## config.mk

```make
export PLATFORM = sky130hd
export DESIGN_NAME = ripple_add_stage
export DESIGN_NICKNAME = d
export VERILOG_FILES = /design/src/rtl/ripple_add_stage_pkg.sv /design/src/rtl/ripple_add_stage_rca_core.sv /design/src/rtl/ripple_add_stage.sv
export SDC_FILE = /design/constraint.sdc
export NUM_CORES = 1
export LEC_CHECK = 0
export ABC_AREA = 1
export ABC_CLOCK_PERIOD_IN_PS = 3350
export CORE_MARGIN = 2
export CORE_UTILIZATION = 45
export CTS_BUF_LIST = sky130_fd_sc_hd__clkbuf_8
export CTS_CLUSTER_SIZE = 14
export DETAILED_ROUTE_END_ITERATION = 8
export PLACE_DENSITY = 0.73
export SLEW_MARGIN = 20
export SYNTH_ARGS = -nofsm -noshare
export SYNTH_HDL_FRONTEND = slang
export SYNTH_SLANG_ARGS = --single-unit
```

## constraint.sdc

```tcl
create_clock -name clk -period 3.35 [get_ports clk]
set_input_delay 1.005 -clock clk [delete_from_list [all_inputs] [get_ports clk]]
set_output_delay 1.005 -clock clk [all_outputs]
set_load 0.005 [all_outputs]
```

## src/rtl/ripple_add_stage_pkg.sv

```systemverilog
// Shared definitions for the ripple-carry add stage: FSM encoding and sizing helper.
package ripple_add_stage_pkg;

  typedef enum logic [1:0] {
    ST_IDLE   = 2'd0,
    ST_SETTLE = 2'd1,
    ST_DONE   = 2'd2
  } state_t;

  // Smallest number of bits able to index 'value' distinct states.
  function automatic int unsigned clog2(input int unsigned value);
    int unsigned r;
    r = 0;
    for (int unsigned i = 0; i < 32; i++) begin
      if ((64'd1 << i) < 64'(value)) r = i + 1;
    end
    return r;
  endfunction

endpackage

```

## src/rtl/ripple_add_stage_rca_core.sv

```systemverilog
// Combinational n-bit ripple-carry adder built from a chain of full-adder cells.
module rca_core #(
  parameter int unsigned WIDTH = 4
) (
  output logic [WIDTH-1:0] sum,
  output logic             c_out,
  input  logic [WIDTH-1:0] a,
  input  logic [WIDTH-1:0] b,
  input  logic             c_in
);

  logic [WIDTH:0] carry;

  assign carry[0] = c_in;

  for (genvar i = 0; i < WIDTH; i++) begin : g_fa
    logic p;
    assign p          = a[i] ^ b[i];
    assign sum[i]     = p ^ carry[i];
    assign carry[i+1] = (a[i] & b[i]) | (p & carry[i]);
  end

  assign c_out = carry[WIDTH];

endmodule

```

## src/rtl/ripple_add_stage.sv

```systemverilog
// Handshaked operand staging and timed result capture around a ripple-carry adder,
// with an optional running-total accumulate mode.
module ripple_add_stage
  import ripple_add_stage_pkg::*;
#(
  parameter int unsigned WIDTH      = 4,
  parameter int unsigned SETTLE_CYC = 3
) (
  input  logic             clk,
  input  logic             rst_n,
  input  logic             in_valid,
  output logic             in_ready,
  input  logic [WIDTH-1:0] a,
  input  logic [WIDTH-1:0] b,
  input  logic             c_in,
  input  logic             acc_en,
  output logic             out_valid,
  input  logic             out_ready,
  output logic [WIDTH-1:0] sum,
  output logic             c_out,
  output logic             ovf
);

  localparam int unsigned CNT_W = clog2(SETTLE_CYC + 1);
  localparam int unsigned MSB   = WIDTH - 1;

  state_t           state;
  state_t           state_nxt;
  logic [WIDTH-1:0] opa_r;
  logic [WIDTH-1:0] opb_r;
  logic             cin_r;
  logic [WIDTH-1:0] acc_r;
  logic [CNT_W-1:0] cnt;
  logic [WIDTH-1:0] core_sum;
  logic             core_cout;
  logic             core_ovf;
  logic             accept;
  logic             capture;

  rca_core #(.WIDTH(WIDTH)) u_core (
    .sum   (core_sum),
    .c_out (core_cout),
    .a     (opa_r),
    .b     (opb_r),
    .c_in  (cin_r)
  );

  assign core_ovf = (opa_r[MSB] == opb_r[MSB]) && (core_sum[MSB] != opa_r[MSB]);

  // Next-state and datapath load enables.
  always_comb begin
    state_nxt = state;
    accept    = 1'b0;
    capture   = 1'b0;
    case (state)
      ST_IDLE: begin
        if (in_valid) begin
          accept    = 1'b1;
          state_nxt = ST_SETTLE;
        end
      end
      ST_SETTLE: begin
        if (cnt == '0) begin
          capture   = 1'b1;
          state_nxt = ST_DONE;
        end
      end
      ST_DONE: begin
        if (out_ready) state_nxt = ST_IDLE;
      end
      default: state_nxt = ST_IDLE;
    endcase
  end

  // Handshake flags are registered decodes of the next state, so they track the state register exactly.
  always_ff @(posedge clk or negedge rst_n) begin
    if (!rst_n) begin
      state     <= ST_IDLE;
      in_ready  <= 1'b1;
      out_valid <= 1'b0;
    end else begin
      state     <= state_nxt;
      in_ready  <= (state_nxt == ST_IDLE);
      out_valid <= (state_nxt == ST_DONE);
    end
  end

  always_ff @(posedge clk or negedge rst_n) begin
    if (!rst_n) begin
      opa_r <= '0;
      opb_r <= '0;
      cin_r <= 1'b0;
      cnt   <= '0;
      acc_r <= '0;
      sum   <= '0;
      c_out <= 1'b0;
      ovf   <= 1'b0;
    end else begin
      if (accept) begin
        opa_r <= acc_en ? acc_r : a;
        opb_r <= b;
        cin_r <= c_in;
        cnt   <= CNT_W'(SETTLE_CYC - 1);
      end else if ((state == ST_SETTLE) && (cnt != '0)) begin
        cnt <= cnt - CNT_W'(1);
      end
      if (capture) begin
        sum   <= core_sum;
        c_out <= core_cout;
        ovf   <= core_ovf;
        acc_r <= core_sum;
      end
    end
  end

endmodule

```

==> impl_metrics.py, run 1 <==
metrics = {
    "timing": {
        "period_share_pct": 74.9,
        "tns_ns": 0,
        "max_freq_mhz": 398,
        "slew-limit-headroom_pct": 66.7,
        "setup_viol": 0,
        "skew_ns": 0.00554,
        "rsz0062_at_grt": "no",
        "hold_violations": 0,
        "drv_slew": 0,
        "tightest_slew_ns": 0.498,
        "fin_crit_ns": 2.51,
    },
    "cts": {
        "cts_tree": "yes",
        "post_cts_buffers": 0,
        "clkTransAtPathRegs_ns": 0.07,
        "cts_max_path_buffers": 2,
        "htreeDepth": 1,
        "cts.sinks": 21,
        "ctsResizeCount": 0,
        "holdBufCountCts": 0,
        "clk_latency_ns": 0.26,
        "numCtsBuffers": 3,
        "cts_root_buf": "clkbuf_8",
    },
    "global_routing": {
        "antenna_found_initial": 0,
        "grt_pass1_vias": 736,
        "grt_first_pass_wirelength_um": 3150,
        "overflow": 0,
        "grt_use_total_pct": 15.9,
        "grt_max_degree": 22,
    },
    "power_and_ir_drop": {
        "vdd_drop_max_uv": 405,
        "pwr_density_cell_mw_per_mm2": 913,
        "p_total_w": 0.00119,
        "p_leak_nw": 0.643,
    },
    "drt": {
        "wl_per_cell_um": 11.3,
        "finalWirelength_um": 1850,
        "ant_nets": 0,
        "dr.first_iter.drc_count": 10,
        "post-route-drc-count": 0,
        "via_per_inst": 4.64,
        "drt_pass1_iterations": 4,
        "vias": 761,
    },
    "placement": {
        "port_buffers": 21,
        "gp_congestion": 0.727,
        "post-dp-hpwl_um": 1420,
    },
    "floorplan": {
        "fp.coreArea_sq_mm": 0.00219,
        "fp.dieArea_sq_mm": 0.00269,
        "initial_core_util_pct": 47.1,
        "die_h_um": 51.9,
        "dieWidth_um": 51.9,
        "io_pins": 22,
        "placement_rows": 17,
    },
    "worst_setup_path": {
        "endpoint_kind": "register",
        "critPathKind": "reg2reg",
        "r2r_setup_slack_ns": 0.84,
        "critPathMaxFanout": 3,
        "cp.required_ns": 3.50,
        "cp-start-kind": "register",
        "cp.arrival_ns": 2.66,
    },
    "cells_and_area": {
        "final_net_count": 157,
        "area_delta_synth_final_pct": 26.7,
        "drive_gt1_share_pct": 11.8,
        "antenna_cells": 0,
    },
    "synth": {
        "synthFlopType": "dfrtp_1",
        "syn_nets": 132,
        "yosysSeqAreaShare_pct": 51.0,
        "synth_top_cells_by_area": "dfrtp_1, nand2_1, fa_1",
        "netlist.top_cell.by_area": "dfrtp_1",
        "synthXorXnorAreaFrac_pct": 0,
        "synth_top_family_by_area": "simple AND/OR/NAND/NOR gates",
        "netlist_area_sq_mm": 0.00103,
        "netlist.area_leader.share_pct": 48.5,
        "synth-simple-area-share_pct": 22.4,
        "async_flop_share_pct": 100,
        "muxShareOfSynthArea_pct": 0,
        "synthCells": 112,
        "synth_most_common_cell": "nand2_1",
        "ys_ff_latch": 21,
        "synth_edf_count": 0,
        "synth_fa_ha_area_share_pct": 10.2,
        "synth.avg_cell_area_sq_um": 9.22,
        "yosysWarnings": 0,
        "yosysUniqueCellTypes": 20,
        "synthTopCellsByCount": "nand2_1, dfrtp_1, inv_1, nand3_1, o21ai_0",
        "synth_compound_area_share_pct": 8.36,
    },
    "outcome": {
        "status": "finished, final reports clean",
    },
    "min_path": {
        "hold_class": "reg2reg",
    },
    "flow_run": {
        "max_cap_viol_count": 0,
    },
}
power breakdown:
part           leakage (nW)  switching (W)  total (W)  internal (W)
Clock                0.0269      0.0000783   0.000160     0.0000816
Combinational         0.353       0.000318   0.000581      0.000263
Sequential            0.263      0.0000714   0.000452      0.000381
state kept, by name, summed over array words and instances (netlist names):
signal     flops
cnt            2
opb_r          4
acc_r          4
cin_r          1
out_valid      1
c_out          1
state          2
in_ready       1
opa_r          4
ovf            1
cell usage in the layout, fill, tap and decap left out:
| master | n |
|---|---|
| nand2_1 | 38 |
| clkdlybuf4s50_1 | 21 |
| dfrtp_1 | 20 |
| inv_1 | 15 |
| nand3_1 | 6 |
| o21ai_0 | 6 |
| o21ai_1 | 5 |
| fa_1 | 4 |
| o21ai_2 | 3 |
| clkbuf_8 | 3 |
| inv_2 | 2 |
| nor2_1 | 2 |
| ha_1 | 2 |
| nand3_2 | 1 |
| nand2_4 | 1 |
| nand2_2 | 1 |
| nor2_4 | 1 |
| nor2_2 | 1 |
| a21oi_1 | 1 |
| or2_2 | 1 |
| dfstp_2 | 1 |
| buf_4 | 1 |
area by class of cell:
cell class | instances | area, sq um
clock inverters | 1 | 3.75
fillers | 188 | 883
clock buffers | 3 | 41.3
well taps | 28 | 35.0
multi-input cells | 73 | 423
inverters | 16 | 60.1
repair buffers | 22 | 218
flip-flops and latches | 21 | 527
final timing paths:
check / cells past startpoint / endpoint / start
worst max-delay path: 10 / ovf / opa_r[0]
worst min-delay path: 2 / ovf / ovf
worst max register to register: 10 / ovf / opa_r[0]
worst min register to register: 2 / ovf / ovf
max in group asynchronous: 2 / in_ready / rst_n
min in group asynchronous: 2 / opb_r[0] / rst_n
cells by family (layout without fill, tap and decap cells):
kind of cell / after synthesis / count (layout)
AND/OR/NAND/NOR: 52 / 52
buffers and inverters: 18 / 42
flip-flops: 21 / 21
AO/OA/AOI/OAI: 15 / 15
adder cells (fa/ha/maj): 6 / 6
critical path, stage by stage, from the launching register on:
cell	delay, ns
dfrtp_1	0.36
inv_1	0.09
fa_1	0.18
inv_1	0.05
fa_1	0.38
fa_1	0.37
inv_1	0.07
fa_1	0.46
or2_2	0.32
nand3_1	0.08
nand2_1	0.05
layer usage:
| metal | vias up | wire length [um] | part of all wire, % | global-route usage (%) |
|---|---|---|---|---|
| li1 | 393 | - | - | - |
| met1 | 347 | 847 | 46 | 20.6 |
| met2 | 17 | 869 | 47 | 25.5 |
| met3 | 4 | 89 | 4.8 | 2.01 |
| met4 | 0 | 41 | 2.2 | 9.21 |
| met5 | - | 0 | 0 | 0 |
per-stage QoR:
stage / worst slack [ns] / hold slack, ns / std cells / instance area [sq um] / util, %
floorplan: 0.959 / 0.473 / 112 / 1030 / -
global placement: 0.917 / 0.472 / 160 / 1260 / 57.6
detailed placement: 0.858 / 0.466 / 160 / 1260 / 57.6
CTS: 0.841 / 0.486 / 164 / 1310 / 59.7
global route: 0.696 / 0.516 / 164 / 1310 / 59.7
finish: 0.839 / 0.489 / 164 / 1310 / 59.7
Power figures use the tool's default switching activity.
==> run 2: changes to the inputs <==
Settings changed: ABC_CLOCK_PERIOD_IN_PS 3350 to 2300, PLACE_DENSITY 0.73 to 0.76.
Clock period 3.35 ns to 2.3 ns, I/O delays scaled along.
==> run 2 against run 1 <==
Effect of this change: the flow now finishes with violations (setup timing); maximum frequency increased by 6.2%; sequential cell count unchanged; core utilization up 2.2 points; combinational power rose by 74%; wire length down 1.0%; sequential power up 48%; non-clock buffer count is 4 higher; count of clock-buffer cells in the layout unchanged; design area increased by 3.7%; register-to-register slack lost 0.90 ns.
==> impl_metrics.py, run 2 (synthesis gave the netlist of run 1 again) <==
metrics = {
    "cells_and_area": {
        "drive_gt1_share_pct": 20.7,
        "area_delta_synth_final_pct": 31.4,
        "fin_area_sq_mm": 0.00136,
        "top_regs": "acc_r x4, opa_r x4, opb_r x4",
        "utilization_pct": 61.9,
        "final_net_count": 161,
        "mostFrequentLayoutCell": "nand2_1",
        "most-common-layout-cells": "nand2_1, clkdlybuf4s50_1, dfrtp_1",
        "antenna_cells": 0,
        "fillers": 178,
        "seq_area_sq_um": 527,
        "multiInputGateArea_sq_um": 438,
    },
    "floorplan": {
        "dieWidth_um": 51.9,
        "fp.coreArea_sq_mm": 0.00219,
        "fp.dieArea_sq_mm": 0.00269,
        "initial_core_util_pct": 47.1,
        "die_h_um": 51.9,
        "io_pins": 22,
        "placement_rows": 17,
    },
    "power_and_ir_drop": {
        "p_leak_nw": 0.657,
        "vdd_drop_max_uv": 703,
        "pwr_density_cell_mw_per_mm2": 1410,
        "p_total_w": 0.00192,
    },
    "min_path": {
        "hold_class": "reg2reg",
        "hp-start": "c_out",
        "worstHoldEndpoint": "c_out",
        "min_path_cells": 2,
    },
    "drt": {
        "drt_pass1_iterations": 4,
        "ant_nets": 0,
        "finalWirelength_um": 1830,
        "post-route-drc-count": 0,
        "dr.first_iter.drc_count": 17,
        "vias": 794,
        "via_per_inst": 4.73,
        "wl_per_cell_um": 10.9,
    },
    "cts": {
        "clkTransAtPathRegs_ns": 0.07,
        "cts_max_path_buffers": 2,
        "clk_latency_ns": 0.26,
        "cts_tree": "yes",
        "cts_root_buf": "clkbuf_8",
        "numCtsBuffers": 3,
        "cts.sinks": 21,
        "htreeDepth": 1,
    },
    "placement": {
        "place_area_sq_mm": 0.00127,
        "post-dp-hpwl_um": 1390,
        "gp_congestion": 0.771,
        "place_ws_ns": -0.0477,
        "port_buffers": 21,
    },
    "outcome": {
        "violations": "setup timing",
        "status": "complete, but fails checks",
    },
    "worst_setup_path": {
        "endpoint_kind": "register",
        "critPathMaxFanout": 3,
        "critPathKind": "reg2reg",
        "r2r_setup_slack_ns": -0.07,
        "slowest_stage": "fa_1",
        "cp.arrival_ns": 2.51,
        "cp-start-kind": "register",
        "r2r-start": "opa_r[0]",
        "reg2regPathDepth": 10,
        "cpPeakStageDelay_ns": 0.45,
        "cp.required_ns": 2.45,
        "cp_cell_sequence": "inv_2 > fa_2 > inv_2 > fa_2 > fa_2 > inv_2 > fa_1 > or2_4 > nand3_2 > nand2_1",
        "crit_buf_inv": 3,
        "critPathTopFamily": "adder cells",
        "r2r-end": "ovf",
    },
    "flow_run": {
        "max_cap_viol_count": 0,
    },
    "global_routing": {
        "grt_use_total_pct": 15.9,
        "antenna_found_initial": 0,
        "overflow": 0,
        "grt_first_pass_wirelength_um": 3130,
        "grt_max_degree": 22,
        "grt_pass1_vias": 754,
    },
    "timing": {
        "setup_ws_ns": -0.0651,
        "tightest_slew_ns": 0.495,
        "period_share_pct": 103,
        "rsz0062_at_grt": "yes",
        "setup_viol": 2,
        "skew_ns": 0.00161,
        "drv_slew": 0,
        "slew-limit-headroom_pct": 66.9,
        "hold_violations": 0,
        "fin_crit_ns": 2.37,
        "max_freq_mhz": 423,
    },
}
run 2: stage by stage:
| step | setup TNS (ns) | std cells | hold slack (ns) |
|---|---|---|---|
| 2_1_floorplan | 0 | 112 | 0.394 |
| 3_3_place_gp | -0.0116 | 161 | 0.470 |
| 3_5_place_dp | -0.0477 | 161 | 0.472 |
| 4_1_cts | -0.0391 | 167 | 0.491 |
| 5_1_grt | -0.297 | 168 | 0.528 |
| 6_report | -0.109 | 168 | 0.485 |
run 2: worst max path at each step:
stage / slack [ns] / start / depth (start not counted) / to
3_5_place_dp: -0.05 / cin_r / 10 / ovf
2_1_floorplan: 0.01 / opa_r[0] / 10 / ovf
5_1_grt: -0.17 / cin_r / 10 / ovf
6_report: -0.07 / opa_r[0] / 10 / ovf
4_1_cts: -0.03 / opb_r[0] / 10 / ovf
3_3_place_gp: -0.01 / opa_r[0] / 10 / ovf
run 2: what timing repair did:
action / CTS / global route
pin swaps: 3 / 5
endpoints found under the setup margin: 1 / 2
gates resized for setup: 3 / 4
setup buffers: 2 / 1
hold buffers: 0 / 0
cloned: 0 / 0
run 2: worst register-to-register path, delay by kind of cell (launching register included):
kind          cells  cell delay (ns)
fa+ha+maj         4             1.35
buf+inv           3             0.17
flops             1             0.38
simple gates      3             0.37
run 2: metal layers:
layer | track usage [%] | vias up | wire length, um
met3 | 1.72 | 4 | 66
met1 | 21.1 | 373 | 831
li1 | - | 397 | -
met4 | 7.89 | 0 | 34
met2 | 25.9 | 20 | 896
met5 | 0 | - | 0
run 2: power by group:
| part | internal [W] | switching (W) |
|---|---|---|
| sequential | 0.000555 | 0.000115 |
| combinational | 0.000509 | 0.000504 |
| clock | 0.000119 | 0.000114 |
run 2: area by class of cell:
type	count	share of cell area, %
Timing Repair Buffer	26	18.5
Clock inverter	1	0.277
Multi-Input combinational cell	73	32.3
Clock buffer	3	3.04
Inverter	16	4.43
Sequential cell	21	38.8
Tap cell	28	2.58
==> patch 1, RTL diff (settings of run 1) <==
Set the parameter `SETTLE_CYC` to 6 (it was 3).
--- a/src/rtl/ripple_add_stage.sv
+++ b/src/rtl/ripple_add_stage.sv
@@ -5,5 +5,5 @@
 #(
   parameter int unsigned WIDTH      = 4,
-  parameter int unsigned SETTLE_CYC = 3
+  parameter int unsigned SETTLE_CYC = 6
 ) (
   input  logic             clk,
Formal check against the unedited RTL: not equivalent (Yosys sat finds a counterexample within 10 cycles, from zero or initial values and one cycle with rst_n low).
==> patch 1 against run 1 <==
  * Setup slack improved by 73 ps
  * Maximum frequency increased by 3.0%
  * Final area increased by 7.5%
  * Synthesized area increased by 8.6%
  * Hold slack got worse by 0.76 ps
  * Die area increased by 7.9%
  * Count of clock-buffer cells in the layout increased by 1
  * Wire length increased by 7.9%
  * Total power increased by 6.0%
  * Sequential cell count increased by 1
  * Largest power group unchanged
==> patch 1: results (changes against run 1) <==
[logic_synthesis]
synthTopCellsByCount = 44 x nand2_1, 21 x dfrtp_1, 18 x inv_1, 8 x o21ai_2
synth_compound_area_frac = 0.0893  ; +0.00565
synth_cell_types = 17  ; -15%
seq_area_frac_synth = 0.492  ; -0.0181
synth.area.top_cells = dfrtp_1 47%, nand2_1 15%, fa_1 7.1%

[power_and_ir_drop]
power_density_nw_per_um2 = 901  ; -1.3%
pwr.group.combinational_uw = 610  ; +5.0%
ir_drop_mv = 0.477  ; +18%
powerClk_uw = 185  ; +16%

[setup_path]
r2r_slack_ps = 910  ; +70 ps
reg2reg_depth = 11  ; +1

[place]
gp_congestion = 0.762  ; +4.8%
detailed_place_hpwl_mm = 1.53  ; +8.1%
place_ws_ps = 970  ; +112 ps

[run_status]
status = complete, no violations

[global_routing]
grt.total_usage = 0.168  ; +0.00919
grt_max_degree = 23  ; +4.5%
first_global_vias = 791  ; +7.5%
grt_pass1_wl_mm = 3.43  ; +9.0%

[sta]
setup_tns_ps = 0  ; unchanged
finClkSkew_ps = 1.43  ; -4.11 ps
hold_ws_ps = 488  ; -0.756 ps

[cells_and_area]
post_route_cells_drive_above_1_share = 0.128  ; +0.0107
fillerInstances = 229  ; +22%

[min_path]
hold_start = c_out
holdPathEnd = c_out

[drt]
post_drt_wl_per_cell_um = 11.2  ; -0.58%
vias_per_cell = 4.75  ; +2.4%
drt_iter0_drc = 13  ; +3

[patch 1: changes by cell type after synthesis, sizes merged]
cell	before	now
a21oi	1	0
dfrtp	20	21
ha	2	3
inv	16	19
nand2	40	46
nand3	7	6
nand3b	0	1
nor2	4	7
or2	1	0
[patch 1: per-layer routing]
| layer | GRT usage | vias to the layer above | routed length, µm |
|---|---|---|---|
| met2 | 0.268 | 16 | 1010 |
| li1 | - | 429 | - |
| met1 | 0.221 | 399 | 876 |
| met3 | 0.0583 | 2 | 90 |
| met4 | 0.0385 | 0 | 13 |
| met5 | 0 | - | 0 |
[patch 1: cell type report]
type,instances,share of cell area
sequential,22,0.393
multi-input combinational,81,0.334
timing repair buffer,22,0.155
inverter,19,0.0525
clock buffer,4,0.0392
tap,30,0.0267
[patch 1: through the flow]
stage | cells | utilization
after floorplan | 124 | -
after global placement | 174 | 0.560
final | 178 | 0.583
after CTS | 178 | 0.583
after detailed placement | 174 | 0.560
after global routing | 178 | 0.583
==> patch 2, RTL diff (settings of run 1) <==
Made on the original files. Register the output `ovf` once more, cleared by the reset; this adds one clock of latency there. The other outputs are not delayed to match.
--- a/src/rtl/ripple_add_stage.sv
+++ b/src/rtl/ripple_add_stage.sv
@@ -24,4 +24,6 @@
   localparam int unsigned CNT_W = clog2(SETTLE_CYC + 1);
   localparam int unsigned MSB   = WIDTH - 1;
+
+  logic ovf_s0;
 
   state_t           state;
@@ -95,5 +97,5 @@
       sum   <= '0;
       c_out <= 1'b0;
-      ovf   <= 1'b0;
+      ovf_s0 <= 1'b0;
     end else begin
       if (accept) begin
@@ -108,5 +110,5 @@
         sum   <= core_sum;
         c_out <= core_cout;
-        ovf   <= core_ovf;
+        ovf_s0 <= core_ovf;
         acc_r <= core_sum;
       end
@@ -114,4 +116,12 @@
   end
 
+  always_ff @(posedge clk or negedge rst_n) begin
+    if (!rst_n) begin
+      ovf <= '0;
+    end else begin
+      ovf <= ovf_s0;
+    end
+  end
+
 endmodule
 
Behaviour: not the same (a bounded check fails within 10 cycles, from zero or initial values and one cycle with rst_n low).
==> patch 2 against run 1 <==
  * Wire length rose by 0.43%
  * Total power rose by 8.5%
  * Synthesized area rose by 2.4%
  * Global-route usage rose by 0.40 points
  * Sequential cell count rose by 1
  * Critical path type unchanged
  * Sequential share of layout area rose by 0.32 points
  * Final area rose by 3.9%
  * Critical endpoint is now ovf_s0
  * Setup slack improved by 18 ps
  * Clock skew fell by 0.97 ps
  * Synthesized cell count rose by 0.89%
==> patch 2: results (changes against run 1) <==
[logic_synthesis]
postSynthNetCount = 133  ; +0.76%
async_flop_share = 1.00  ; unchanged
synthTopCellsByCount = 38 x nand2_1, 21 x dfrtp_1, 14 x inv_1, 6 x nand3_1, 6 x o21ai_0
ys.warnings.count = 0  ; unchanged
seq_area_frac_synth = 0.522  ; +0.0116
synth.area.top_cells = dfrtp_1 50%, nand2_1 13%, fa_1 7.6%
synth_top_flop_cell = dfrtp_1
synth_cell_types = 20  ; unchanged

[cts]
cts-root-buf = clkbuf_8
ctsResizeCount = 0  ; unchanged
cts.path.max_buffers = 2  ; unchanged
htree_levels = 1  ; unchanged
cts_inserted_buffers = 3  ; unchanged
post_cts_buffers = 0  ; unchanged
insertion_delay_ps = 260  ; about the same
clk_pin_slew_ps = 80

[global_routing]
grt_max_degree = 23  ; +4.5%
grt_pass1_wl_mm = 3.24  ; +3.1%
grt.total_usage = 0.163  ; +0.00404
antenna_found_initial = 0  ; unchanged
first_global_vias = 727  ; -1.2%

[cells_and_area]
final_nets = 158  ; +0.64%
post_route_cells_drive_above_1_share = 0.124  ; +0.00644
reg.largest.list = acc_r (4), opa_r (4), opb_r (4)
diodes = 0  ; unchanged

[run_status]
status = complete, no violations

[setup_path]
crit_path_max_fanout = 3  ; unchanged
arrival_ps = 2650  ; about the same

[power_and_ir_drop]
power_leakage_uw = 0.000665  ; +3.4%
ir_drop_mv = 0.467  ; +15%

[place]
detailed_place_hpwl_mm = 1.41  ; -0.63%
gp_congestion = 0.777  ; +6.9%
io_buffers = 21  ; unchanged
place_ws_ps = 861  ; +3.54 ps

[drt]
firstDrtPassIters = 2  ; -2
wirelength_mm = 1.86  ; +0.43%
vias = 773  ; +1.6%
drt_iter0_drc = 6  ; -4

[sta]
tightest_slew_ps = 485  ; -13.3 ps
finClkSkew_ps = 4.58  ; -0.966 ps

[min_path]
hold_path_class = reg2reg

## patch 2: cell types whose count changed after synthesis, sizes merged
cell and change:
dfrtp +1
## patch 2: logic make-up after synthesis
group | Yosys count | share of synthesized area
DFF | 22 | 0.522
adders and majority gates | 6 | 0.0994
and+or+nand+nor | 52 | 0.219
buffers and inverters | 18 | 0.0781
AOI/OAI and AO/OA | 15 | 0.0817
## patch 2: final timing paths
kind	to	start	cells past startpoint	slack [ps]
worst max-delay path	ovf_s0	opa_r[0]	10	860
worst min-delay path	ovf	ovf_s0	0	390
worst max register to register	ovf_s0	opa_r[0]	10	860
worst min register to register	ovf	ovf_s0	0	390
max in group asynchronous	in_ready	rst_n	2	2010
min in group asynchronous	state[1]	rst_n	2	1070
## patch 2: critical path, cell delays in order (launching register included)
cell and delay [ps]:
dfrtp_1 360, inv_1 90, fa_1 180, inv_1 50, fa_1 370, fa_1 360
inv_1 70, fa_1 450, or2_2 320, nand3_1 80, nand2_1 50
## patch 2: stage by stage
step	total power [µW]	cells	instance area [µm²]
finish	1300	165	1360
global route	1420	165	1360
CTS	1320	165	1360
detailed placement	1060	161	1290
global placement	1040	161	1290
floorplan	879	113	1060
## patch 2: final cells by class
class,instances,area (µm²)
fill,195,853
sequential,22,552
multi-input combinational,73,423
timing repair buffer,22,218
inverter,16,60.1
clock buffer,3,41.3
tap,28,35.0
clock inverter,1,30.0
## patch 2: routing by layer
metal / GRT usage / wire [µm] / up-vias
met3: 0.0257 / 64 / 4
met1: 0.219 / 892 / 357
met4: 0.0769 / 27 / 0
met2: 0.258 / 871 / 12
met5: 0 / 0 / -
li1: - / - / 400
## patch 2: report_power, final
group / internal, µW / switching [µW] / total (µW)
combinational: 262 / 315 / 577
sequential: 397 / 76.4 / 473
clock: 160 / 85.0 / 245
